--- src/rtl/lsu_queue_pkg.sv ---
// Shared LSU definitions: memory op encodings, exception codes and the
// per-request metadata carried from issue to result formatting.
package lsu_queue_pkg;

    typedef enum logic [1:0] {
        MEM_LOAD_S = 2'd0,
        MEM_LOAD_U = 2'd1,
        MEM_STORE  = 2'd2
    } mem_type_t;

    typedef enum logic [1:0] {
        MEM_BYTE = 2'd0,
        MEM_HALF = 2'd1,
        MEM_WORD = 2'd2
    } mem_size_t;

    typedef enum logic [2:0] {
        EXCP_ALE  = 3'd0,
        EXCP_TLBR = 3'd1,
        EXCP_PIL  = 3'd2,
        EXCP_PIS  = 3'd3,
        EXCP_PPI  = 3'd4,
        EXCP_PME  = 3'd5
    } excp_t;

    typedef struct packed {
        logic [1:0] offset;
        mem_type_t  mem_type;
        mem_size_t  mem_size;
    } lsu_meta_t;

    function automatic logic is_misaligned(input mem_size_t size, input logic [1:0] offset);
        case (size)
            MEM_HALF: return offset[0];
            MEM_WORD: return offset != 2'b00;
            default:  return 1'b0;
        endcase
    endfunction

endpackage

--- src/rtl/lsu_queue_sync_fifo.sv ---
// Single-clock FIFO with occupancy count and synchronous clear; any DEPTH >= 1.
module sync_fifo #(
    parameter int WIDTH = 8,
    parameter int DEPTH = 2
) (
    input  logic                         clk,
    input  logic                         reset,
    input  logic                         clear,
    input  logic                         push,
    input  logic                         pop,
    input  logic [WIDTH-1:0]             wdata,
    output logic [WIDTH-1:0]             rdata,
    output logic [$clog2(DEPTH+1)-1:0]   count
);

    localparam int PW = (DEPTH > 1) ? $clog2(DEPTH) : 1;
    localparam int CW = $clog2(DEPTH+1);

    logic [WIDTH-1:0] mem [DEPTH];
    logic [PW-1:0]    wr_ptr;
    logic [PW-1:0]    rd_ptr;
    logic             do_push;
    logic             do_pop;

    function automatic logic [PW-1:0] next_ptr(input logic [PW-1:0] p);
        return (p == PW'(DEPTH-1)) ? '0 : p + PW'(1);
    endfunction

    assign do_push = push && (count != CW'(DEPTH));
    assign do_pop  = pop && (count != '0);
    assign rdata   = mem[rd_ptr];

    // NOTE: state registers use non-blocking assignments so every flop samples
    // pre-edge values regardless of process evaluation order.
    always_ff @(posedge clk or posedge reset) begin
        if (reset) begin
            wr_ptr <= '0;
            rd_ptr <= '0;
            count  <= '0;
        end else if (clear) begin
            wr_ptr <= '0;
            rd_ptr <= '0;
            count  <= '0;
        end else begin
            if (do_push) wr_ptr <= next_ptr(wr_ptr);
            if (do_pop)  rd_ptr <= next_ptr(rd_ptr);
            case ({do_push, do_pop})
                2'b10:   count <= count + CW'(1);
                2'b01:   count <= count - CW'(1);
                default: count <= count;
            endcase
        end
    end

    // NOTE: payload storage has no reset; the count guarantees stale entries
    // are never read, and leaving it unreset lets it map onto plain RAM/flops.
    always_ff @(posedge clk) begin
        if (do_push && !clear) mem[wr_ptr] <= wdata;
    end

endmodule

--- src/rtl/lsu_queue.sv ---
// Load/store queue between ex1, the MMU and writeback: issues ops, tracks
// in-flight requests, formats load data and returns results strictly in order.
module lsu_queue
    import lsu_queue_pkg::*;
#(
    parameter int DEPTH = 2
) (
    input  logic        clk,
    input  logic        reset,
    input  logic        cancel,
    input  logic        req_valid,
    output logic        req_ready,
    input  logic [31:0] base,
    input  logic [31:0] offset,
    input  mem_type_t   mem_type,
    input  mem_size_t   mem_size,
    input  logic [31:0] st_data,
    output logic        have_excp,
    output excp_t       excp_type,
    output logic        ok,
    input  logic        accept_ok,
    output logic [31:0] ld_data,
    output logic        mmu_req,
    output logic        mmu_we,
    output logic [31:0] mmu_addr,
    output logic [31:0] mmu_wdata,
    output logic [1:0]  mmu_size,
    output logic [3:0]  mmu_wstrb,
    input  logic        mmu_addr_ok,
    input  logic        mmu_data_ok,
    input  logic [31:0] mmu_rdata,
    input  logic        mmu_tlbr,
    input  logic        mmu_pil,
    input  logic        mmu_pis,
    input  logic        mmu_ppi,
    input  logic        mmu_pme
);

    localparam int CW = $clog2(DEPTH+1);

    logic [31:0]   addr;
    logic          ale;
    logic [CW-1:0] inflight;
    logic [CW-1:0] resp_cnt;
    logic [CW-1:0] discard;
    logic [CW:0]   credits;
    logic          full;
    logic          issue;
    logic          deliver;
    logic          push_resp;
    logic          pop_resp;
    lsu_meta_t     meta_in;
    lsu_meta_t     meta_head;
    logic [31:0]   fmt_data;
    logic [31:0]   resp_head;
    logic [7:0]    byte_lane;
    logic [15:0]   half_lane;

    assign addr     = base + offset;
    assign mmu_addr = addr;
    assign ale      = req_valid && is_misaligned(mem_size, addr[1:0]);

    assign credits = {1'b0, inflight} + {1'b0, resp_cnt};
    assign full    = (credits == (CW+1)'(DEPTH));

    // NOTE: every combinational output gets a default before the priority
    // chain so no path leaves it unassigned (which would infer a latch).
    always_comb begin
        have_excp = 1'b0;
        excp_type = EXCP_ALE;
        if (req_valid) begin
            have_excp = 1'b1;
            if      (ale)      excp_type = EXCP_ALE;
            else if (mmu_tlbr) excp_type = EXCP_TLBR;
            else if (mmu_pil)  excp_type = EXCP_PIL;
            else if (mmu_pis)  excp_type = EXCP_PIS;
            else if (mmu_ppi)  excp_type = EXCP_PPI;
            else if (mmu_pme)  excp_type = EXCP_PME;
            else               have_excp = 1'b0;
        end
    end

    assign mmu_req   = req_valid && !full && !cancel && !ale;
    assign req_ready = !cancel && (have_excp || (mmu_req && mmu_addr_ok));
    assign issue     = mmu_req && mmu_addr_ok && !have_excp;

    always_comb begin
        mmu_we    = (mem_type == MEM_STORE);
        mmu_size  = mem_size;
        mmu_wdata = st_data;
        mmu_wstrb = 4'b1111;
        case (mem_size)
            MEM_BYTE: begin
                mmu_wdata = {4{st_data[7:0]}};
                mmu_wstrb = 4'b0001 << addr[1:0];
            end
            MEM_HALF: begin
                mmu_wdata = {2{st_data[15:0]}};
                mmu_wstrb = addr[1] ? 4'b1100 : 4'b0011;
            end
            default: ;
        endcase
        if (!mmu_we) mmu_wstrb = 4'b0000;
    end

    assign meta_in = '{offset: addr[1:0], mem_type: mem_type, mem_size: mem_size};

    sync_fifo #(
        .WIDTH($bits(lsu_meta_t)),
        .DEPTH(DEPTH)
    ) u_meta_fifo (
        .clk   (clk),
        .reset (reset),
        .clear (1'b0),
        .push  (issue),
        .pop   (mmu_data_ok),
        .wdata (meta_in),
        .rdata (meta_head),
        .count (inflight)
    );

    assign byte_lane = 8'(mmu_rdata >> {meta_head.offset, 3'b000});
    assign half_lane = meta_head.offset[1] ? mmu_rdata[31:16] : mmu_rdata[15:0];

    always_comb begin
        fmt_data = 32'h0;
        if (meta_head.mem_type != MEM_STORE) begin
            case (meta_head.mem_size)
                MEM_BYTE: fmt_data = (meta_head.mem_type == MEM_LOAD_S)
                                   ? {{24{byte_lane[7]}}, byte_lane} : {24'h0, byte_lane};
                MEM_HALF: fmt_data = (meta_head.mem_type == MEM_LOAD_S)
                                   ? {{16{half_lane[15]}}, half_lane} : {16'h0, half_lane};
                default:  fmt_data = mmu_rdata;
            endcase
        end
    end

    // A fresh result bypasses the resp FIFO only when nothing older is waiting.
    assign deliver   = mmu_data_ok && (discard == '0) && !cancel;
    assign ok        = !cancel && ((resp_cnt != '0) || deliver);
    assign ld_data   = (resp_cnt != '0) ? resp_head : fmt_data;
    assign push_resp = deliver && !((resp_cnt == '0) && accept_ok);
    assign pop_resp  = !cancel && accept_ok && (resp_cnt != '0);

    sync_fifo #(
        .WIDTH(32),
        .DEPTH(DEPTH)
    ) u_resp_fifo (
        .clk   (clk),
        .reset (reset),
        .clear (cancel),
        .push  (push_resp),
        .pop   (pop_resp),
        .wdata (fmt_data),
        .rdata (resp_head),
        .count (resp_cnt)
    );

    // Squashed requests stay counted in inflight until the MMU returns them.
    always_ff @(posedge clk or posedge reset) begin
        if (reset) begin
            discard <= '0;
        end else if (cancel) begin
            discard <= inflight - CW'(mmu_data_ok);
        end else if (mmu_data_ok && (discard != '0)) begin
            discard <= discard - CW'(1);
        end
    end

    assert property (@(posedge clk) disable iff (reset) mmu_data_ok |-> (inflight != '0));

endmodule

--- config.mk ---
export PLATFORM = sky130hd
export DESIGN_NAME = lsu_queue
export DESIGN_NICKNAME = d
export VERILOG_FILES = /design/src/rtl/lsu_queue_pkg.sv /design/src/rtl/lsu_queue_sync_fifo.sv /design/src/rtl/lsu_queue.sv
export SDC_FILE = /design/constraint.sdc
export NUM_CORES = 1
export LEC_CHECK = 0
export ABC_AREA = 1
export BUFFER_PORTS_ARGS = -buffer_cell sky130_fd_sc_hd__buf_4
export CAP_MARGIN = 20
export CORE_MARGIN = 5
export CORE_UTILIZATION = 53
export DETAILED_ROUTE_END_ITERATION = 6
export PLACE_DENSITY_LB_ADDON = 0.2
export REMOVE_ABC_BUFFERS = 1
export SYNTH_ARGS = -nofsm -noshare
export SYNTH_HDL_FRONTEND = slang
export SYNTH_HIERARCHICAL = 1
export SYNTH_SLANG_ARGS = --single-unit
--- constraint.sdc ---
create_clock -name clk -period 4.3 [get_ports clk]
set_clock_uncertainty 0.2 [all_clocks]
set_input_delay 0.86 -clock clk [delete_from_list [all_inputs] [get_ports clk]]
set_output_delay 0.86 -clock clk [all_outputs]
set_load 0.1 [all_outputs]
# [After elaboration in Yosys (flattened, before gate mapping)]
# Memories as Yosys holds them, arrays and structs flattened.
# Index checks and enable logic that the tools add are counted.
[op_classes] shifts=2 reduce_logical=41 n_mux=42 n_eq_ne=12 addsub=12
[op_table] operator="$mux W32" count=4
[op_table] operator="$pmux W32 S2" count=2
[op_table] operator="$add A32 B32 Y32" count=1
[op_table] operator="$shr A32 B5 Y8" count=1
[op_table] operator="$mux W3" count=7
[op_table] operator="$logic_and A1 B1 Y1" count=20
[op_table] operator="$mux W1" count=19
[op_table] operator="$mux W16" count=1
[op_table] operator="$reduce_bool A2 Y1" count=8
[op_table] operator="$logic_not A2 Y1" count=5
[op_table] operator="$eq A2 B1 Y1 const B" count=4
[op_table] operator="$eq A2 B2 Y1 const B" count=4
[op_table] operator="$mux W4" count=2
[op_table] operator="$pmux W2 S2" count=2
[op_table] operator="$pmux W4 S2" count=1
[op_table] operator="$mux W2" count=3
[op_table] operator="$ne A2 B2 Y1 const B" count=3
[op_table] operator="$sub A2 B1 Y2 const B" count=3
[op_table] operator="$logic_not A1 Y1" count=5
[op_table] operator="$add A1 B1 Y1 const B" count=4
[op_table] operator="$add A2 B1 Y2 const B" count=2
[op_table] operator="$shl A1 B2 Y4 const A" count=1
[op_table] operator="$add A2 B2 Y3" count=1
[op_table] operator="$eq A3 B2 Y1 const B" count=1
[op_table] operator="4 further kinds" count=5
[word_totals] n_memories=2 inputBits=144 ram_bits=76 regBits=10
[mem_list] name="u_resp_fifo.mem" depth=2 word_bits=32 read_ports=1 rd_clocked_by_memory_dff=0 write_ports=1 line_no="lsu_queue_sync_fifo.sv:19" text="logic [WIDTH-1:0] mem [DEPTH];"
[mem_list] name="u_meta_fifo.mem" depth=2 word_bits=6 read_ports=1 rd_clocked_by_memory_dff=0 write_ports=1 line_no="lsu_queue_sync_fifo.sv:19"

# [Depth between registers and ports, before layout]
[logic_depth] word_depth=12 ltp_mapped=13 mapped_depth_nobuf=13

# [Cells and area by module]
# The synthesis kept the hierarchy.
[by_module_without_submodules] module="lsu_queue" seq_area_each_um2=50.0 cells_each=951 area_per_inst_um2=4553.1 n_inst=1
[by_module_without_submodules] module="sync_fifo (u_resp_fifo)" seq_area_each_um2=2021.9 cells_each=205 area_per_inst_um2=2581.2 n_inst=1
[by_module_without_submodules] module="sync_fifo (u_meta_fifo)" seq_area_each_um2=460.4 cells_each=56 area_per_inst_um2=700.7 n_inst=1

# [Least setup slack after synthesis]
# No wires, ideal clock.
[synth_timing] path_type="input to output" start="input port offset[0]" end="output port req_ready" stages=8 slack_ns=-1.831 t_arrival_ns=5.071 required_ns=3.240 n_path_buf=0 path_cell_list="ha_1 > fa_1 > o21ai_0 > o21ai_0 > nand3_1 > a31oi_1 > nand2_1 > nand2_1"
[synth_lines] item="start, declared" line_no="lsu_queue.sv:14" text="input logic [31:0] offset,"
[synth_lines] item="$add A32 B32 Y32" line_no="lsu_queue.sv:59" text="assign addr = base + offset;"
[synth_lines] item="named net mmu_addr[1]" line_no="lsu_queue.sv:25" text="output logic [31:0] mmu_addr,"
[synth_lines] item="$reduce_bool A2 Y1" line_no="lsu_queue_pkg.sv:35" text="MEM_WORD: return offset != 2'b00;"
[synth_lines] item="$pmux W1 S2" line_no="lsu_queue_pkg.sv:33" text="case (size)"
[synth_lines] item="$logic_and A1 B1 Y1" line_no="lsu_queue.sv:61" text="assign ale = req_valid && is_misaligned(mem_size, addr[1:0]);"
[synth_lines] item="$mux W1" line_no="lsu_queue.sv:73" text="if (ale) excp_type = EXCP_ALE;"
[synth_lines] item="$mux W1" line_no="lsu_queue.sv:71" text="if (req_valid) begin"
[synth_lines] item="named net have_excp" line_no="lsu_queue.sv:18" text="output logic have_excp,"
[synth_lines] item="$logic_or A1 B1 Y1" line_no="lsu_queue.sv:84" text="assign req_ready = !cancel && (have_excp || (mmu_req && mmu_addr_ok));"
[synth_lines] item="$logic_and A1 B1 Y1" line_no="lsu_queue.sv:84"
[synth_lines] item="end, declared" line_no="lsu_queue.sv:12" text="output logic req_ready,"
# The timed path passes the listed nets, and every way through them passes these cells.

==> out/metrics.yaml <==
numCtsBuffers: 9
synth_cells: 1212
drcViolationCount: 0
grt_max_degree: 41
worst_ep_arrival_time_ns: 2.91
drv_cap: 0
slew_headroom: 0.523
post-route-period-util: 0.922
path_max_fanout: 32
io_buffers: 253
syn_area_um2: 7840
final_cell_mix: "nand2_1, buf_4, inv_1"
clock_path_buffers: 2
r2r-start: "u_resp_fifo/count[0]"
period_minus_slack_ns: 3.97
synth_area_leaders: "edfxtp_1, nand2_1, inv_1"
hp-class: "input port to asynchronous set/reset pin"
final_max_slew_viol_count: 0
dpl_cell_area_um2: 9810
crit_required_ns: 3.24
drive_gt1_frac: 0.221
yosysUniqueCellTypes: 43
r2r-end: "u_meta_fifo/mem[0][3]"
die_area_um2: 17300
wirelength_um: 24100
p_sw_mw: 2.14
cts_resized: 0
cp-end-kind: "primary output"
postSynthAreaPerCell_um2: 6.46
root_buffer: "clkbuf_16"
insertion_delay_ns: 0.34
die_w_um: 132
synth_seq_cells: 86
p_seq_frac: 0.235
vias: 8381
antennaDiodeCount: 0
ys_warn_count: 6
worstMarginPinSlew_ns: 0.715
track_usage: 0.264
combPwrFrac: 0.557
grt_setup_unrepaired: "false"
switching_share: 0.520
setup_viol_count_final: 0
routed_via_density: 5.14
row_count: 44
path_clk_slew_ns: 0.07
synth.top_cell.area_share: 0.291
clock_sinks: 86
grt_pass1_wl_um: 38400
power.leakage_nw: 5.71
grt_overflow: 0
crit_type: "register to primary output"
cts_tree: "yes"
fin_setup_tns_ns: 0
final_common_cell: "nand2_1"
pwr_density_cell_nw_per_um2: 406
r2r_cells: 10
hold_violations: 0
fp.dieH_um: 132
coreArea_um2: 14500
outcome: "finished, final reports clean"
irDropWorstVdd_uv: 325
firstDrtPassIters: 6
num_io_pins: 254
finalWeightedCongestion: 0.954
postCtsSetupBuffers: 0
fin_util: 0.697
area_growth_pct: 29.4
startpoint_type: "register"
max_clock_freq_mhz: 252
antenna_found_initial: 0
num-fill-cells: 1303
p_int_mw: 1.98
grt_pass1_vias: 7953
cts-htree-levels: 3
pwr-share-clk: 0.208
layout.nets: 1626
postCtsHoldBufs: 0
regToRegSetupSlack_ns: 1.14
drtIter0Drc: 707
dp.final_hpwl_um: 18600
start_util: 0.539
ant_nets: 0
post-route-cell-area_um2: 10100
synth.largest_area_cell: "edfxtp_1"
ys_seq_area_frac: 0.323
wire_per_inst_um: 14.8
## Yosys cell counts, drive strengths merged
cell,n
o21bai,4
nand2,506
o22ai,8
nand4,26
clkbuf,14
nand3,46
dfrtp,10
buf,29
xor2,14
nor3,9
nand3b,1
edfxtp,76
clkinv,1
mux2,6
o211ai,7
a21o,2
and2,8
xnor2,2
a21oi,53
conb,1
and3,1
o21ai,46
ha,37
or2,1
nor2,70
inv,223
nor3b,1
fa,2
o221ai,7
a31oi,1
## cell type report
type	count	area, µm²	area share
Tap cell	184	230	0.0227
Multi-Input combinational cell	860	4230	0.418
Sequential cell	86	2530	0.250
Clock buffer	9	225	0.0222
Clock inverter	7	103	0.0101
Timing Repair Buffer	262	1970	0.194
Inverter	224	846	0.0834
## worst max path at each step
stage	slack [ns]	startpoint	depth (start not counted)	end
6_report	0.33	u_meta_fifo/rd_ptr	9	ld_data[26]
5_1_grt	0.13	offset[0]	10	req_ready
4_1_cts	0.36	offset[0]	10	req_ready
3_5_place_dp	0.36	offset[0]	10	req_ready
3_3_place_gp	0.43	offset[0]	10	req_ready
2_1_floorplan	-1.83	offset[0]	8	req_ready
## critical path, cell delays in order (launching register included)
cell and delay [ns]:
dfrtp_1 0.52, mux2_2 0.61, o21ai_0 0.33, nand2_1 0.10
nand2_2 0.10, nand2_4 0.10, nand3_4 0.23, nand4_1 0.13
nand2_1 0.12, buf_4 0.30
## flip-flops by register name, summed over array words and instances, names as in the netlist
register and count:
u_meta_fifo/count 2, u_meta_fifo/mem 12, u_resp_fifo/wr_ptr 1, u_resp_fifo/rd_ptr 1
discard 2, u_meta_fifo/wr_ptr 1, u_resp_fifo/mem 64, u_meta_fifo/rd_ptr 1
u_resp_fifo/count 2
## per-stage QoR
step / hold WS, ns / power (mW) / setup slack, ns / instances
finish: 0.185 / 4.11 / 0.333 / 1632
global placement: 0.297 / 3.24 / 0.434 / 1616
CTS: 0.180 / 4.12 / 0.356 / 1632
floorplan: 0.278 / 2.66 / -1.83 / 1170
detailed placement: 0.306 / 3.26 / 0.362 / 1616
global route: 0.196 / 4.28 / 0.133 / 1632
## cell families (layout without fill, tap and decap cells)
kind of cell | count (synthesis) | after routing | share of synthesized area
buffers and inverters | 267 | 502 | 0.138
adders and majority gates | 39 | 39 | 0.0642
AOI/OAI and AO/OA | 128 | 128 | 0.0974
muxes | 6 | 6 | 0.00862
xor gates and xnor gates | 16 | 16 | 0.0179
other | 1 | 2 | 0.000479
DFF | 86 | 86 | 0.323
and+or+nand+nor | 669 | 669 | 0.350
## power by group through the flow
stage                     registers [mW]  clock network, mW  logic (mW)
final                              0.965              0.857        2.29
after global routing               0.967              0.906        2.41
after CTS                          0.964              0.869        2.29
after detailed placement           0.982                  0        2.28
after global placement             0.981                  0        2.26
after floorplan                    0.979                  0        1.68
## per-layer routing
layer / track usage / vias up / share of wire
met5: 0 / - / 0
met4: 0.0891 / 0 / 0.024
met3: 0.0505 / 45 / 0.092
met2: 0.456 / 409 / 0.48
met1: 0.332 / 3678 / 0.41
li1: - / 4249 / -
Note: power is estimated with default switching activity, not from simulation.
